===== src/rtl/ctrlword_uart_tx.sv =====
// Serializes a captured 20-bit control word as 5 uppercase hex digits + CR (+ LF) over 8N1 UART.
// Returns a one-cycle tx_finish pulse when the last stop bit completes.
module ctrlword_uart_tx #(
    parameter int unsigned CLKS_PER_BIT = 87,
    parameter bit          APPEND_LF    = 1'b1
) (
    input  logic        clk_core,
    input  logic        rstn,
    input  logic        data_en,
    input  logic [19:0] controlword_hex,
    output logic        sout,
    output logic        busy,
    output logic        tx_finish,
    output logic        frame_drop
);

    localparam int unsigned       BAUD_W    = $clog2(CLKS_PER_BIT);
    localparam logic [BAUD_W-1:0] BAUD_LAST = BAUD_W'(CLKS_PER_BIT - 1);
    localparam logic [2:0]        LAST_IDX  = APPEND_LF ? 3'd6 : 3'd5;

    typedef enum logic [2:0] {
        S_IDLE,
        S_START,
        S_DATA,
        S_STOP,
        S_DONE
    } state_t;

    state_t            r_state;
    logic [19:0]       r_word;
    logic [7:0]        r_shift;
    logic [BAUD_W-1:0] r_baud;
    logic [2:0]        r_bit;
    logic [2:0]        r_idx;
    logic              r_data_en_d;

    logic              w_rise;
    logic [2:0]        w_next_idx;
    logic [7:0]        w_next_char;
    logic [7:0]        w_first_char;

    function automatic logic [7:0] hex_ascii(input logic [3:0] n);
        return (n < 4'd10) ? (8'h30 + {4'h0, n}) : (8'h37 + {4'h0, n});
    endfunction

    function automatic logic [7:0] char_at(input logic [19:0] w, input logic [2:0] idx);
        case (idx)
            3'd0:    return hex_ascii(w[19:16]);
            3'd1:    return hex_ascii(w[15:12]);
            3'd2:    return hex_ascii(w[11:8]);
            3'd3:    return hex_ascii(w[7:4]);
            3'd4:    return hex_ascii(w[3:0]);
            3'd5:    return 8'h0D;
            default: return 8'h0A;
        endcase
    endfunction

    assign w_rise       = data_en & ~r_data_en_d;
    assign w_next_idx   = r_idx + 3'd1;
    assign w_next_char  = char_at(r_word, w_next_idx);
    assign w_first_char = char_at(controlword_hex, 3'd0);

    always_ff @(posedge clk_core) begin
        if (!rstn) begin
            r_state     <= S_IDLE;
            r_word      <= '0;
            r_shift     <= '0;
            r_baud      <= '0;
            r_bit       <= '0;
            r_idx       <= '0;
            r_data_en_d <= 1'b0;
            sout        <= 1'b1;
            busy        <= 1'b0;
            tx_finish   <= 1'b0;
            frame_drop  <= 1'b0;
        end else begin
            r_data_en_d <= data_en;
            tx_finish   <= 1'b0;
            frame_drop  <= 1'b0;

            case (r_state)
                S_IDLE: begin
                    if (w_rise) begin
                        r_word  <= controlword_hex;
                        r_idx   <= '0;
                        r_shift <= w_first_char;
                        r_baud  <= '0;
                        r_bit   <= '0;
                        sout    <= 1'b0;
                        busy    <= 1'b1;
                        r_state <= S_START;
                    end
                end
                S_START: begin
                    if (r_baud == BAUD_LAST) begin
                        r_baud  <= '0;
                        r_bit   <= '0;
                        sout    <= r_shift[0];
                        r_shift <= {1'b0, r_shift[7:1]};
                        r_state <= S_DATA;
                    end else begin
                        r_baud <= r_baud + BAUD_W'(1);
                    end
                end
                S_DATA: begin
                    if (r_baud == BAUD_LAST) begin
                        r_baud <= '0;
                        if (r_bit == 3'd7) begin
                            sout    <= 1'b1;
                            r_state <= S_STOP;
                        end else begin
                            r_bit   <= r_bit + 3'd1;
                            sout    <= r_shift[0];
                            r_shift <= {1'b0, r_shift[7:1]};
                        end
                    end else begin
                        r_baud <= r_baud + BAUD_W'(1);
                    end
                end
                // The "next character" step is folded into the end of the stop bit so no idle gap appears.
                S_STOP: begin
                    if (r_baud == BAUD_LAST) begin
                        r_baud <= '0;
                        if (r_idx == LAST_IDX) begin
                            busy      <= 1'b0;
                            tx_finish <= 1'b1;
                            r_state   <= S_DONE;
                        end else begin
                            r_idx   <= w_next_idx;
                            r_shift <= w_next_char;
                            sout    <= 1'b0;
                            r_state <= S_START;
                        end
                    end else begin
                        r_baud <= r_baud + BAUD_W'(1);
                    end
                end
                S_DONE: begin
                    r_state <= S_IDLE;
                end
                default: begin
                    r_state <= S_IDLE;
                end
            endcase

            // Any edge outside IDLE (including the DONE cycle) is rejected.
            if (w_rise && (r_state != S_IDLE)) begin
                frame_drop <= 1'b1;
            end
        end
    end

endmodule


===== config.mk =====
export PLATFORM = sky130hd
export DESIGN_NAME = ctrlword_uart_tx
export DESIGN_NICKNAME = d
export VERILOG_FILES = /design/src/rtl/ctrlword_uart_tx.sv
export SDC_FILE = /design/constraint.sdc
export NUM_CORES = 1
export LEC_CHECK = 0
export ABC_AREA = 1
export CAP_MARGIN = 10
export CELL_PAD_IN_SITES_DETAIL_PLACEMENT = 1
export CELL_PAD_IN_SITES_GLOBAL_PLACEMENT = 2
export CORE_MARGIN = 5
export CORE_UTILIZATION = 34
export DETAILED_ROUTE_END_ITERATION = 10
export PLACE_DENSITY = 0.87
export SKIP_CTS_REPAIR_TIMING = 1
export SLEW_MARGIN = 20
export SYNTH_ARGS = -nofsm -noshare
export SYNTH_HDL_FRONTEND = slang
export SYNTH_SLANG_ARGS = --single-unit
export TNS_END_PERCENT = 50

===== constraint.sdc =====
create_clock -name clk_core -period 2.6 [get_ports clk_core]
set_input_delay 0.52 -clock clk_core [delete_from_list [all_inputs] [get_ports clk_core]]
set_output_delay 0.52 -clock clk_core [all_outputs]
set_load 0.02 [all_outputs]

==> results of run 1 <==
[cell usage in the layout, fill, tap and decap left out]
cell type	netlist	routed
nor2_4	2	2
ha_1	15	15
o21ai_1	14	14
o21a_1	1	1
clkdlybuf4s50_1	0	26
or2_2	1	1
nand2_1	142	142
a21boi_0	1	1
inv_1	56	56
nand4_1	2	2
buf_4	1	4
nand3_1	34	34
nand3_2	2	2
or2_1	1	1
inv_2	12	12
a21oi_1	38	38
nor2_1	66	66
nor3b_2	1	1
nand2_2	7	7
nor2_2	3	3
bufinv_16	0	2
dfxtp_1	48	48
o21ai_2	2	2
clkbuf_8	0	5
nor4_1	2	2
nand2_4	3	3
nand3_4	1	1
nor3_1	2	2
o21ai_0	35	35
xor2_1	1	1
and3_1	2	2
[registers in the layout, indices dropped and copies added (netlist names), 3 cells and up]
signal   cells
r_shift      7
r_bit        3
r_idx        3
r_word      20
r_state      3
r_baud       7
[stage by stage]
stage          hold WS, ns  std cells  power, uW  worst slack [ns]
6_report             0.472        639       3730             0.758
5_1_grt              0.509        639       4110             0.523
4_1_cts              0.484        639       3790             0.754
3_5_place_dp         0.458        632       3110             0.460
3_3_place_gp         0.444        632       3050             0.577
2_1_floorplan        0.457        503       2570              1.08
[metal layers]
layer	GRT usage, %	vias to the layer above	wire length (microns)
met5	0	-	0
met4	4.16	0	99
met2	25.8	28	3820
li1	-	1650	-
met1	22.4	1469	4460
met3	2.51	7	219
[tightest hold or removal path, stage by stage, from the launching register on]
cell and delay [ns]:
dfxtp_1 0.34, nand2_1 0.05, nand3_1 0.05
[final cells by class]
cell class	instances	area, sq um
clock buffer	5	68.8
clock inverter	2	60.1
fill	1197	5190
inverter	68	255
multi-input combinational	378	1840
sequential	48	961
tap	108	135
timing repair buffer	30	290
[power by group]
part | switching (uW) | internal, uW | total [uW] | leakage, uW
Clock | 269 | 379 | 648 | 0.0000642
Sequential | 170 | 934 | 1100 | 0.000395
Combinational | 1310 | 669 | 1980 | 0.00123
[cell families after synthesis]
group           after synthesis
compound gates               91
xor+xnor                      1
fa+ha+maj                    15
buf+inv                      77
flops                        48
simple gates                271
[Yosys cell counts, drive strengths merged]
cell type	number
a21boi	1
a21oi	38
and3	2
buf	4
clkbuf	5
dfxtp	48
ha	15
inv	68
nand2	152
nand3	37
nand4	2
nor2	71
nor3	2
nor3b	1
nor4	2
o21a	1
o21ai	51
or2	2
xor2	1
[worst paths after layout]
check,endpoint,depth (start not counted)
worst min-delay path,sout,2
worst max-delay path,r_shift[6],9
worst max register to register,r_shift[3],13
worst min register to register,sout,2
==> impl_metrics.csv, run 1 <==
group,metric,value,unit
routing,routedWlPerCell,13.5,microns
logic_synthesis,synth_top_area_cell,"dfxtp_1",
power_and_ir_drop,vdd_drop_max,0.000457,V
grt,grt_overflow,0,
clock_network,root_buffer,"clkbuf_8",
final_layout,fin_nets,569,
logic_synthesis,synth-xor-area-share,0.282,%
timing,setup_viol,0,
clock_network,cts_buffer_depth,2,
power_and_ir_drop,power_density,1030,nW/um^2
final_layout,fin_util,41.0,%
hold_path,hold_path_startpoint,"sout",
place,globalplace.congestion,0.807,
routing,drt-initial-drc-count,91,
place,postPlaceCellArea,3490,sq um
logic_synthesis,avgSynthCellArea,6.17,sq um
hold_path,hold_class,"reg -> reg",
routing,drtPass1Iterations,4,
routing,antenna_left,0,
floorplan,fp.dieW,106,microns
floorplan,die_area,11100,sq um
logic_synthesis,synth_compound_area_share,15.1,%
place,port_buffers,26,
timing,worst_slew_pin_slew,0.490,ns
setup_path,worstPathArrival,2.06,ns
final_layout,drive_above_1_share,8.47,%
timing,finalHoldViolCount,0,
final_layout,insertedDiodeCount,0,
grt,grt_pass1_wl,14800,microns
setup_path,path_delay_family,"buffers and inverters",
logic_synthesis,yosysSeqAreaShare,31.0,%
timing,min_period_over_period,70.8,%
logic_synthesis,synthTopCellsByArea,"dfxtp_1, nand2_1, nor2_1",
setup_path,reg2reg_slack,0.78,ns
clock_network,cts_sinks,48,
logic_synthesis,synth.area.mux_share,0,%
timing,maxSlewHeadroom,67.0,%
place,place.detailed.hpwl,6850,microns
floorplan,io_pins,27,
power_and_ir_drop,p_leak,0.00169,uW
floorplan,coreArea,8810,sq um
setup_path,worst-path-buf-inv,3,
timing,fin_crit,1.84,ns
clock_network,clock_latency,0.31,ns
logic_synthesis,syn_nets,541,
grt,grt_pass1_vias,3112,
clock_network,cts_tree,"yes",
clock_network,cts_buffers,5,
setup_path,worstPathCellList,"clkdlybuf4s50_1 -> o21ai_0 -> inv_1 -> o21ai_0 -> nor2_1 -> nor2_1 -> nand2_1 -> nand2_1 -> inv_1",
logic_synthesis,synthSimpleGateAreaFrac,38.0,%
floorplan,rows,34,
logic_synthesis,ys_ff_latch,48,
timing,slew_violations,0,
routing,wl,8600,microns
grt,grtUsageTotal,16.0,%
logic_synthesis,synth_cells,503,
setup_path,cp_slowest_cell,"clkdlybuf4s50_1",
routing,drc,0,
floorplan,die_h,106,microns
timing,finalSetupTns,0,ns
logic_synthesis,yosysWarnings,0,
setup_path,required,2.82,ns
final_layout,areaGrowthSynthToFinish,16.5,%
clock_network,clk_pin_slew,0.10,ns
logic_synthesis,synth_top_family_by_area,"simple AND/OR/NAND/NOR gates",
timing,max_freq,0.543,GHz
setup_path,endpoint_kind,"flip-flop",
job,cap_violations,0,
final_layout,postLayoutCellArea,3610,sq um
timing,skew,0.00652,ns
floorplan,floorplan.initialDensity,35.2,%
logic_synthesis,ys_types,30,
setup_path,critPathMaxFanout,5,
setup_path,r2r_start,"r_idx[0]",
setup_path,critPathLaunch,"controlword_hex[18]",
logic_synthesis,syn-cell-area,3100,sq um
setup_path,critPathKind,"in -> reg",
setup_path,startpoint_type,"input port",
outcome,status,"finished clean",
routing,vias_per_cell,4.94,
timing,rsz0062_at_grt,"false",
logic_synthesis,synthAdderAreaFrac,6.05,%
clock_network,cts.htree.levels,2,
setup_path,critical-path-max-stage-delay,0.46,ns
logic_synthesis,synth_top_cell_area_share,31.0,%
routing,num_vias,3154,
grt,grt_max_degree,34,
grt,antenna_found_initial,0,
Note: power is estimated with default switching activity, not from simulation.
==> inputs of run 2 (changes only) <==
--- a/config.mk
+++ b/config.mk
@@ -10,9 +10,9 @@
 export CELL_PAD_IN_SITES_DETAIL_PLACEMENT = 1
 export CELL_PAD_IN_SITES_GLOBAL_PLACEMENT = 2
 export CORE_MARGIN = 5
-export CORE_UTILIZATION = 34
+export CORE_UTILIZATION = 31
 export DETAILED_ROUTE_END_ITERATION = 10
-export PLACE_DENSITY = 0.87
+export PLACE_DENSITY = 0.8
 export SKIP_CTS_REPAIR_TIMING = 1
 export SLEW_MARGIN = 20
 export SYNTH_ARGS = -nofsm -noshare
==> constraint.sdc (replaced) <==
create_clock -name clk_core -period 1.9 [get_ports clk_core]
set_input_delay 0.38 -clock clk_core [delete_from_list [all_inputs] [get_ports clk_core]]
set_output_delay 0.38 -clock clk_core [all_outputs]
set_load 0.02 [all_outputs]
==> run 2 against run 1 <==
Compared with the run above:
- count of clock-buffer cells in the layout is 1 higher
- largest cell class unchanged
- critical path depth is 2 higher
- wire length is 1.7% higher
- worst hold slack worse by 0.0047 ns
- total power is 32% higher
- via count hardly changed
- cell count is 5.2% higher
- utilization is 3.3 points lower
- worst setup slack worse by 0.54 ns
- non-clock buffer count is 7 higher
- cell area is 2.0% higher
- critical path type is now reg -> reg
- combinational power is 40% higher
==> impl_metrics.csv, run 2 (synthesis results as in run 1) <==
group,metric,value,unit
outcome,status,"finished clean",
place,place.detailed.hpwl,6990,microns
final_layout,fin_util,37.7,%
place,postPlaceCellArea,3570,sq um
final_layout,regMostFlops,"r_word",
timing,setup_viol,0,
hold_path,hold_depth,2,
final_layout,multi_input_area,1850,sq um
clock_network,clk_pin_slew,0.10,ns
timing,worst_slew_pin_slew,0.346,ns
timing,hold_slack,0.468,ns
clock_network,clock_latency,0.31,ns
setup_path,reg2reg_depth,11,
routing,antenna_left,0,
final_layout,insertedDiodeCount,0,
setup_path,regToRegEndpoint,"r_shift[4]",
floorplan,io_pins,27,
hold_path,hold_path_startpoint,"sout",
timing,maxSlewHeadroom,76.7,%
final_layout,fillers,1325,
floorplan,rows,36,
final_layout,postLayoutCellArea,3690,sq um
power_and_ir_drop,vdd_drop_max,0.000458,V
timing,min_period_over_period,88.5,%
routing,wl,8750,microns
final_layout,top_regs,"r_word x20, r_baud x7, r_shift x7",
clock_network,cts.htree.levels,2,
hold_path,hold_class,"reg -> reg",
job,cap_violations,0,
setup_path,worstPathArrival,1.88,ns
timing,finalHoldViolCount,0,
timing,slew_violations,0,
setup_path,critPathKind,"reg -> reg",
routing,drt-initial-drc-count,181,
setup_path,startpoint_type,"flip-flop",
floorplan,die_area,12100,sq um
clock_network,root_buffer,"clkbuf_8",
routing,drc,0,
setup_path,reg2reg_slack,0.22,ns
routing,routedWlPerCell,13.0,microns
setup_path,worstPathCellList,"ha_1 -> inv_1 -> nand2_1 -> nand2_1 -> buf_4 -> nand2_1 -> inv_1 -> nand2_1 -> o21ai_0 -> o21ai_0 -> a21oi_1",
routing,num_vias,3155,
setup_path,crit_top_cell,"nand2_1",
timing,max_freq,0.595,GHz
setup_path,required,2.10,ns
power_and_ir_drop,p_leak,0.00172,uW
timing,fin_crit,1.68,ns
floorplan,coreArea,9770,sq um
grt,grtUsageTotal,16.0,%
hold_path,hold_path_end,"sout",
final_layout,layout_common_cells,"nand2_1, nor2_1, inv_1",
final_layout,largest_reg_flops,20,
grt,grt_pass1_vias,3318,
grt,antenna_found_initial,0,
setup_path,critPathMaxFanout,5,
timing,rsz0062_at_grt,"true",
setup_path,endpoint_kind,"flip-flop",
timing,skew,0.0141,ns
clock_network,cts_buffer_depth,2,
setup_path,r2r_start,"r_idx[1]",
setup_path,cp_slowest_cell,"dfxtp_1",
final_layout,final_common_cell,"nand2_1",
place,post-place-ws,0.00699,ns
final_layout,regArea,962,sq um
grt,grt_overflow,0,
clock_network,cts_tree,"yes",
floorplan,die_h,110,microns
timing,fin_ws,0.219,ns
final_layout,areaGrowthSynthToFinish,18.9,%
floorplan,floorplan.initialDensity,31.7,%
floorplan,fp.dieW,110,microns
routing,vias_per_cell,4.69,
place,globalplace.congestion,0.848,
clock_network,cts_sinks,48,
power_and_ir_drop,power_density,1340,nW/um^2
grt,grt_max_degree,33,
routing,drtPass1Iterations,4,
timing,finalSetupTns,0,ns
final_layout,fin_nets,576,
setup_path,critical-path-max-stage-delay,0.40,ns
place,port_buffers,26,
final_layout,drive_above_1_share,10.6,%
clock_network,cts_buffers,5,
grt,grt_pass1_wl,15500,microns
## run 2: cell count changes in the layout (fill, tap and decap cells not counted), sizes merged
cell / delta
inv: +1
bufinv: -2
clkinv: +1
buf: +7
clkbuf: +1
## run 2: cell type report
| type | count | area share (%) |
|---|---|---|
| multi-input cells | 378 | 50.2 |
| flip-flops and latches | 48 | 26.1 |
| repair buffers | 37 | 9.64 |
| inverters | 68 | 6.92 |
| well taps | 133 | 4.51 |
| clock buffers | 6 | 2.24 |
| clock inverters | 2 | 0.373 |
## run 2: how the worst max path moves through the flow
stage	from	endpoint	slack (ns)	cells past startpoint
floorplan	r_idx[0]	r_shift[3]	0.38	12
global placement	controlword_hex[16]	r_shift[6]	0.06	10
detailed placement	controlword_hex[16]	r_shift[6]	0.007	10
CTS	r_baud[0]	r_shift[3]	0.08	13
global route	r_idx[1]	r_shift[3]	-0.006	12
finish	r_idx[1]	r_shift[4]	0.22	11
## run 2: report_power, final
part / internal [uW] / total (uW) / leakage, uW / switching, uW
Sequential: 1280 / 1500 / 0.000395 / 224
Clock: 299 / 673 / 0.0000516 / 374
Combinational: 972 / 2770 / 0.00128 / 1790
## run 2: routing by layer
metal  global-route usage (%)  routed length (microns)  part of all wire [%]  vias up
li1                         -                        -                     -     1659
met1                     21.1                     4350                    50     1462
met2                     27.3                     4080                    47       26
met3                     2.74                      239                   2.7        8
met4                     3.74                       83                  0.95        0
met5                        0                        0                     0        -
## run 2: through the flow
| step | total power, uW | instances |
|---|---|---|
| 3_3_place_gp | 4260 | 663 |
| 4_1_cts | 5050 | 671 |
| 6_report | 4940 | 672 |
| 2_1_floorplan | 3520 | 503 |
| 3_5_place_dp | 4330 | 663 |
| 5_1_grt | 5550 | 672 |
## run 2: worst max-delay path, delay by kind of cell (launching register included)
| kind | cells | cell delay [ns] |
|---|---|---|
| and+or+nand+nor | 4 | 0.31 |
| AOI/OAI and AO/OA | 3 | 0.36 |
| DFF | 1 | 0.40 |
| adders and majority gates | 1 | 0.21 |
| buffers and inverters | 3 | 0.29 |
